[config.mk]
export PLATFORM = sky130hd
export DESIGN_NAME = imem_arbiter
export DESIGN_NICKNAME = d
export VERILOG_FILES = /design/src/rtl/imem_pkg.sv /design/src/rtl/imem_prio_sel.sv /design/src/rtl/imem_arbiter.sv
export SDC_FILE = /design/constraint.sdc
export NUM_CORES = 1
export LEC_CHECK = 0
export BUFFER_PORTS_ARGS = -buffer_cell sky130_fd_sc_hd__buf_2
export CORE_MARGIN = 2
export CORE_UTILIZATION = 44
export CTS_CLUSTER_SIZE = 16
export DETAILED_ROUTE_END_ITERATION = 10
export GPL_TIMING_DRIVEN = 0
export HOLD_SLACK_MARGIN = 0.02
export PLACE_DENSITY_LB_ADDON = 0.2
export SLEW_MARGIN = 20
export SYNTH_ARGS = -nofsm -noshare
export SYNTH_HDL_FRONTEND = slang
export SYNTH_SLANG_ARGS = --single-unit
[constraint.sdc]
create_clock -name clk -period 2.16 [get_ports clk]
set_clock_uncertainty 0.15 [all_clocks]
set_input_delay 0.108 -clock clk [delete_from_list [all_inputs] [get_ports clk]]
set_output_delay 0.108 -clock clk [all_outputs]
set_load 0.03 [all_outputs]
[src/rtl/imem_pkg.sv]
// rtl/imem_pkg.sv - shared types and constants for the instruction memory arbiter
package imem_pkg;

  localparam int IMEM_ADDR_W = 13;
  localparam int IMEM_DATA_W = 32;

  typedef enum logic {
    BOOT = 1'b0,
    RUN  = 1'b1
  } state_e;

  // Tags which requester owns the read data returning from the RAM next cycle.
  typedef enum logic [1:0] {
    OWN_NONE  = 2'd0,
    OWN_FETCH = 2'd1,
    OWN_DBG   = 2'd2
  } owner_e;

endpackage

[src/rtl/imem_prio_sel.sv]
// rtl/imem_prio_sel.sv - combinational fetch/debug grant select from state and starvation flag
module imem_prio_sel
  import imem_pkg::*;
(
  input  logic   en_i,
  input  state_e state_i,
  input  logic   fetch_req_i,
  input  logic   dbg_req_i,
  input  logic   starve_i,
  output logic   fetch_sel_o,
  output logic   dbg_sel_o
);

  always_comb begin
    fetch_sel_o = 1'b0;
    dbg_sel_o   = 1'b0;
    if (en_i) begin
      if (state_i == BOOT) begin
        dbg_sel_o = dbg_req_i;
      end else if (fetch_req_i && dbg_req_i) begin
        // Fetch wins contention until debug has lost STARVE_MAX cycles in a row.
        dbg_sel_o   = starve_i;
        fetch_sel_o = !starve_i;
      end else begin
        fetch_sel_o = fetch_req_i;
        dbg_sel_o   = dbg_req_i;
      end
    end
  end

endmodule

[src/rtl/imem_arbiter.sv]
// rtl/imem_arbiter.sv - BOOT/RUN sequencer sharing the single-port instruction RAM
// Optional IMEM_WP_EN: debug writes in RUN are suppressed and flagged on dbg_err.
module imem_arbiter
  import imem_pkg::*;
#(
  parameter int ADDR_W     = IMEM_ADDR_W,
  parameter int DATA_W     = IMEM_DATA_W,
  parameter int STARVE_MAX = 4
) (
  input  logic              clk,
  input  logic              rst_n,
  input  logic              fetch_req,
  input  logic [ADDR_W-1:0] fetch_addr,
  output logic              fetch_gnt,
  output logic              fetch_valid,
  output logic [DATA_W-1:0] fetch_data,
  input  logic              dbg_req,
  input  logic              dbg_we,
  input  logic [ADDR_W-1:0] dbg_addr,
  input  logic [DATA_W-1:0] dbg_wdata,
  output logic              dbg_gnt,
  output logic              dbg_valid,
  output logic [DATA_W-1:0] dbg_rdata,
  input  logic              boot_done,
  output logic              cpu_run,
  output logic              mem_en,
  output logic              mem_we,
  output logic [ADDR_W-1:0] mem_addr,
  output logic [DATA_W-1:0] mem_wdata,
  input  logic [DATA_W-1:0] mem_rdata
`ifdef IMEM_WP_EN
  ,
  output logic              dbg_err
`endif
);

  localparam logic [3:0] STARVE_LIM = 4'(STARVE_MAX);

  state_e            state_q, state_d;
  owner_e            owner_q, owner_d;
  logic [3:0]        cnt_q, cnt_d;
  logic [DATA_W-1:0] fetch_data_q, dbg_rdata_q;
  logic              wp_block;

  imem_prio_sel u_sel (
    .en_i        (rst_n),
    .state_i     (state_q),
    .fetch_req_i (fetch_req),
    .dbg_req_i   (dbg_req),
    .starve_i    (cnt_q == STARVE_LIM),
    .fetch_sel_o (fetch_gnt),
    .dbg_sel_o   (dbg_gnt)
  );

`ifdef IMEM_WP_EN
  logic err_q;
  assign wp_block = dbg_gnt && dbg_we && (state_q == RUN);
  assign dbg_err  = err_q && rst_n;
`else
  assign wp_block = 1'b0;
`endif

  always_comb begin
    mem_en    = (fetch_gnt || dbg_gnt) && !wp_block;
    mem_we    = dbg_gnt && dbg_we && !wp_block;
    mem_addr  = fetch_gnt ? fetch_addr : (dbg_gnt ? dbg_addr : '0);
    mem_wdata = (dbg_gnt && dbg_we) ? dbg_wdata : '0;
  end

  always_comb begin
    state_d = state_q;
    cnt_d   = '0;
    owner_d = OWN_NONE;
    if (state_q == BOOT && boot_done) begin
      state_d = RUN;
    end
    // Counter only grows while debug is actively losing to fetch.
    if (state_q == RUN && fetch_gnt && dbg_req) begin
      cnt_d = cnt_q + 4'd1;
    end
    if (fetch_gnt) begin
      owner_d = OWN_FETCH;
    end else if (dbg_gnt) begin
      owner_d = OWN_DBG;
    end
  end

  always_ff @(posedge clk) begin
    if (!rst_n) begin
      state_q      <= BOOT;
      owner_q      <= OWN_NONE;
      cnt_q        <= '0;
      fetch_data_q <= '0;
      dbg_rdata_q  <= '0;
    end else begin
      state_q <= state_d;
      owner_q <= owner_d;
      cnt_q   <= cnt_d;
      if (owner_q == OWN_FETCH) fetch_data_q <= mem_rdata;
      if (owner_q == OWN_DBG)   dbg_rdata_q  <= mem_rdata;
    end
  end

`ifdef IMEM_WP_EN
  always_ff @(posedge clk) begin
    if (!rst_n) err_q <= 1'b0;
    else        err_q <= wp_block;
  end
`endif

  // RAM data arrives the cycle after grant; present it live, then hold the captured copy.
  assign fetch_valid = rst_n && (owner_q == OWN_FETCH);
  assign dbg_valid   = rst_n && (owner_q == OWN_DBG);
  assign fetch_data  = fetch_valid ? mem_rdata : fetch_data_q;
  assign dbg_rdata   = dbg_valid ? mem_rdata : dbg_rdata_q;
  assign cpu_run     = (state_q == RUN);

endmodule

==> metrics.yaml, run 1 <==
timing:
  fmax_mhz: 474.9
  setup_viol: 0
  maxSlewViolCount: 0
  rsz0062_at_grt: "yes"
  tightest_slew_ns: 0.4998
  min_period_ns: 2.106
  max-slew-margin-rel_pct: 66.68
  setup_tns_ns: 0
  timing.final.crit_share_pct: 97.49
  finalHoldViolations: 0
synth:
  ys_seq_elements: 71
  synthesis.area_um2: 3510
  synthMuxAreaShare_pct: 20.82
  synth-xor-area-share_pct: 0
  synth.largest_area_cell: "dfxtp_1"
  synth_fa_ha_area_share_pct: 0.7130
  synth-compound-area-share_pct: 19.79
  synthTopCellsByArea: "dfxtp_1 (40%), a22o_1 (16%), mux2_2 (14%), mux2_1 (6.1%), and2_1 (5.9%)"
  synth_top_family_by_area: "multiplexers"
  yosys_warnings: 0
  syn_nets: 434
  synth_simple_gate_area_share_pct: 12.23
  yosysTopAreaCellShare_pct: 40.50
  synthCells: 336
  avgSynthCellArea_um2: 10.45
  ys_seq_area_share_pct: 40.50
  ys_types: 27
worst_setup_path:
  worst-r2r-setup-slack_ns: 0.63
  cp_num_buf_inv: 4
  ff2ff_path_depth: 4
  endpoint: "mem_wdata[20]"
  crit_top_cell: "buf_6"
  crit_fanout: 7
  cp.depth: 8
  cpPeakStageDelay_ns: 0.34
  criticalPathCategory: "flop to output port"
  endpoint_kind: "output port"
  reg2reg_from: "owner_q[0]"
  crit_chain: "inv_2 > ha_4 > nand3b_4 > a211oi_4 > buf_6 > buf_6 > and2_4 > buf_6"
  worstPathRequired_ns: 1.90
  critPathTopFamily: "buffers and inverters"
  startpoint_type: "flop"
  critical-path-slowest-cell: "dfxtp_2"
  startpoint: "cnt_q[0]"
  cp.arrival_ns: 1.85
  r2r-end: "dbg_rdata_q[29]"
clock_tree:
  root_buffer: "clkbuf_8"
  clockBufferDepth: 2
  cts_tree: "yes"
  clock_latency_ns: 0.33
  path_clk_slew_ns: 0.07
  ctsHtreeMaxLevel: 3
  clock-sinks: 71
  cts-buffers-inserted: 9
place:
  placed_area_um2: 4693
  dp.cells: 649
  gp_congestion: 0.7597
  dp_hpwl_um: 7441
  portBuffers: 211
status:
  status: "completed"
drt:
  drt-pass1-iter-count: 4
  drt-initial-drc-count: 101
  wire_per_inst_um: 16.30
  ant_nets: 0
  detail_route.vias_per_cell: 5.174
  vias: 3653
  drcViolationCount: 0
  routed_wl_um: 11510
cells_and_area:
  fin_area_um2: 5662
  drive_gt1_share_pct: 57.45
  diodes: 0
  multiInputGateArea_um2: 1984
  final_cells: 706
  layout_commonest_cell: "buf_2"
  register_area_um2: 1424
  nets: 698
  area_growth_pct: 61.32
  final_cell_mix: "buf_2 (196), dfxtp_1 (69), a22o_1 (64), mux2_2 (45), buf_6 (44)"
  utilization_pct: 73.27
  fillers: 573
floorplanning:
  die_y_um: 93.31
  ios: 212
  start_util_pct: 45.42
  dieArea_um2: 8707
  rows: 32
  chipWidth_um: 93.31
  coreArea_um2: 7727
run:
  cap_violations: 0
grt:
  grt_pass1_vias: 3485
  grt_max_degree: 13
  grt_overflow: 0
  grt.total_usage_pct: 24.42
  antenna_found_initial: 0
  grt_pass1_wl_um: 16870
power:
  ir_worst_vdd_v: 0.0005173
  p_total_w: 0.003291
  power_per_cell_area_nw_per_um2: 581.3
  p_leak_nw: 2.906
hold_path:
  worst_hold_path_type: "primary input to flop"
==> area by class of cell <==
cell class	instances	share of cell area [%]
timing repair buffer	253	29.68
clock buffer	9	2.188
clock inverter	6	1.525
sequential	71	25.15
buffer	28	3.823
tap	102	2.254
multi-input combinational	232	35.05
inverter	5	0.3315
==> worst min-delay path by stage <==
stage	startpoint	endpoint	slack (ns)	depth (start not counted)
after global routing	fetch_req	cnt_q[0]	0.21	4
after CTS	rst_n	cnt_q[2]	0.19	4
final	fetch_req	cnt_q[1]	0.21	4
after floorplan	boot_done	cpu_run	0.07	2
after global placement	boot_done	cpu_run	0.16	3
after detailed placement	boot_done	cpu_run	0.17	3
==> cell usage after synthesis, drive strengths merged <==
library cell and count:
nor3 2, mux2 64, nand3b 2, ha 2, nand2 29, and2 33, o21a 1, and3 1
a211oi 1, dfxtp 71, o21ai 2, inv 5, a22o 64, a21oi 3, buf 28, o22ai 13
and3b 1, nor2 9, nand2b 2, nand3 2, mux2i 1
==> registers in the layout, indices dropped and copies added (netlist names) <==
signal        count
cnt_q             4
cpu_run           1
dbg_rdata_q      32
fetch_data_q     32
owner_q           2
==> worst reg2reg max path, delay by kind of cell (launching register included) <==
| family | cells | cell delay [ns] |
|---|---|---|
| buffers and inverters | 2 | 0.40 |
| AOI/OAI and AO/OA | 2 | 0.61 |
| DFF | 1 | 0.34 |
==> power breakdown <==
group          switching (W)  total (W)  internal, W  leakage (nW)
Combinational       0.000440   0.000777     0.000337          2.22
Clock               0.000490    0.00113     0.000642         0.105
Sequential         0.0000258    0.00138      0.00136         0.578
==> cell families (layout without fill, tap and decap cells) <==
| kind of cell | count (synthesis) | in the layout |
|---|---|---|
| compound gates | 84 | 84 |
| simple gates | 81 | 81 |
| flops | 71 | 71 |
| mux | 65 | 65 |
| buf+inv | 33 | 301 |
| fa+ha+maj | 2 | 2 |
==> layer usage <==
layer	share of wire [%]	vias up	wire length (um)	track usage, %
li1	-	1749	-	-
met1	42	1759	4880	29.41
met2	51	133	5885	42.45
met3	5.1	12	584	7.655
met4	1.4	0	160	5.637
met5	0	-	0	0
==> per-stage QoR <==
stage               hold slack, ns  setup slack [ns]
finish                      0.2086           0.05411
global route                0.2051          -0.03844
CTS                         0.1884           0.01250
detailed placement          0.1718            0.1527
global placement            0.1631            0.1634
floorplan                  0.07382            0.2808
==> timing repair <==
| item | 4_1_cts | 5_1_grt |
|---|---|---|
| setup endpoints to repair | 51 | 81 |
| hold buffers | 36 | 0 |
| resized for setup | 15 | 128 |
| pin swaps | 1 | 27 |
| cloned | 1 | 2 |
| hold endpoints to repair | 71 | 0 |
| buffers inserted | 2 | 1 |
No activity file was read; power rests on OpenSTA's default activity.
==> run 2, diff against run 1 <==
Settings changed: CTS_CLUSTER_SIZE 16 to not set, GPL_TIMING_DRIVEN 0 to not set.
==> metrics.yaml, run 2 (synthesis gave the netlist of run 1 again) <==
cells_and_area:
  final_cell_mix: "buf_2 (180), dfxtp_1 (69), a22o_1 (64), mux2_2 (45), dlygate4sd3_1 (35)"
  fillers: 576
  fin_area_um2: 5448
  drive_gt1_share_pct: 51.45
  diodes: 0
  area_growth_pct: 55.22
  layout_commonest_cell: "buf_2"
  reg_top3: "dbg_rdata_q: 32 flops, fetch_data_q: 32 flops, cnt_q: 4 flops"
  nets: 678
worst_setup_path:
  endpoint: "mem_wdata[31]"
  reg2reg_from: "owner_q[0]"
  ff2ff_path_depth: 4
  cp.arrival_ns: 1.86
  crit_fanout: 8
  startpoint_type: "flop"
  criticalPathCategory: "flop to output port"
  endpoint_kind: "output port"
  worst-r2r-setup-slack_ns: 0.62
  worstPathRequired_ns: 1.90
  startpoint: "cnt_q[0]"
  r2r-end: "fetch_data_q[3]"
timing:
  min_period_ns: 2.122
  tightest_slew_ns: 0.4858
  holdWs_ns: 0.02970
  setup_viol: 0
  finalHoldViolations: 0
  max-slew-margin-rel_pct: 67.54
  maxSlewViolCount: 0
  fin_ws_ns: 0.03814
  fmax_mhz: 471.3
  timing.final.crit_share_pct: 98.23
power:
  p_int_w: 0.002614
  swShare_pct: 26.32
  power_per_cell_area_nw_per_um2: 651.3
  seq_power_share_pct: 39.0
  ir_worst_vdd_v: 0.0004449
  comb_power_share_pct: 20.7
  switchingPower_w: 0.0009339
  p_leak_nw: 2.780
  clkPwrFrac_pct: 40.4
place:
  gp_congestion: 0.7843
  placed_area_um2: 4634
  dp_hpwl_um: 6478
  pre_cts_ws_ns: 0.2883
  portBuffers: 211
clock_tree:
  ctsHtreeMaxLevel: 3
  clock-sinks: 71
  cts-buffers-inserted: 9
  clock_latency_ns: 0.34
  root_buffer: "clkbuf_8"
  path_clk_slew_ns: 0.07
  cts_tree: "yes"
  clockBufferDepth: 2
floorplanning:
  start_util_pct: 45.42
  die_y_um: 93.31
  ios: 212
  chipWidth_um: 93.31
  coreArea_um2: 7727
  dieArea_um2: 8707
  rows: 32
hold_path:
  hold_depth: 3
  worst_hold_path_type: "primary input to flop"
grt:
  grt_pass1_vias: 3282
  grt.total_usage_pct: 21.88
  grt_overflow: 0
  grt_max_degree: 52
  antenna_found_initial: 0
  grt_pass1_wl_um: 15320
drt:
  vias: 3465
  detail_route.vias_per_cell: 5.044
  ant_nets: 0
  drcViolationCount: 0
  routed_wl_um: 10310
  drt-pass1-iter-count: 4
  drt-initial-drc-count: 105
  wire_per_inst_um: 15.00
status:
  status: "completed"
run:
  cap_violations: 0
==> run 2: timing repair <==
action,4_1_cts,5_1_grt
buffers inserted,0,1
setup endpoints to repair,36,79
cloned,1,3
hold buffers,35,0
pin swaps,1,1
gates resized for setup,10,74
hold endpoints to repair,69,0
==> run 2: layout make-up <==
cell class / count / area [um2] / area share (%)
Tap cell: 102 / 127.6 / 2.343
Timing Repair Buffer: 261 / 1683 / 30.89
Multi-Input combinational cell: 232 / 1916 / 35.16
Clock inverter: 5 / 127.6 / 2.343
Sequential cell: 71 / 1424 / 26.14
Clock buffer: 11 / 151.4 / 2.779
Inverter: 5 / 18.77 / 0.3445
==> run 2: how the worst min path moves through the flow <==
stage / start / end / slack [ns]
3_3_place_gp: boot_done / cpu_run / 0.16
4_1_cts: rst_n / cpu_run / 0.02
3_5_place_dp: boot_done / cpu_run / 0.17
5_1_grt: rst_n / cpu_run / 0.08
6_report: rst_n / owner_q[1] / 0.03
2_1_floorplan: boot_done / cpu_run / 0.07
==> run 2: power groups by stage <==
stage / registers, W / logic [W] / clock network (W)
CTS: 0.00138 / 0.000711 / 0.00147
global placement: 0.00141 / 0.000648 / 0
floorplan: 0.00141 / 0.000422 / 0
detailed placement: 0.00141 / 0.000654 / 0
finish: 0.00138 / 0.000734 / 0.00143
global route: 0.00139 / 0.000781 / 0.00153
==> run 2: per-stage QoR <==
step / utilization [%] / cells / TNS (ns) / power (W)
floorplan: - / 336 / 0 / 0.001828
global placement: 59.97 / 631 / 0 / 0.002057
detailed placement: 59.97 / 631 / 0 / 0.002064
CTS: 68.51 / 683 / 0 / 0.003563
global route: 70.50 / 687 / -0.2098 / 0.003694
finish: 70.50 / 687 / 0 / 0.003548
==> run 2: worst max-delay path, cell delays in order, from the launching register on <==
cell      delay, ns
dfxtp_2        0.34
inv_2          0.07
ha_4           0.16
nand3b_4       0.11
a211oi_4       0.25
buf_6          0.16
buf_6          0.12
and2_1         0.15
buf_4          0.17
==> run 2: layer usage <==
| layer | vias up | GRT usage [%] | wire (um) |
|---|---|---|---|
| met3 | 8 | 6.044 | 598 |
| met1 | 1642 | 26.39 | 4525 |
| met5 | - | 0 | 0 |
| met2 | 108 | 38.85 | 5099 |
| li1 | 1707 | - | - |
| met4 | 0 | 4.534 | 82 |
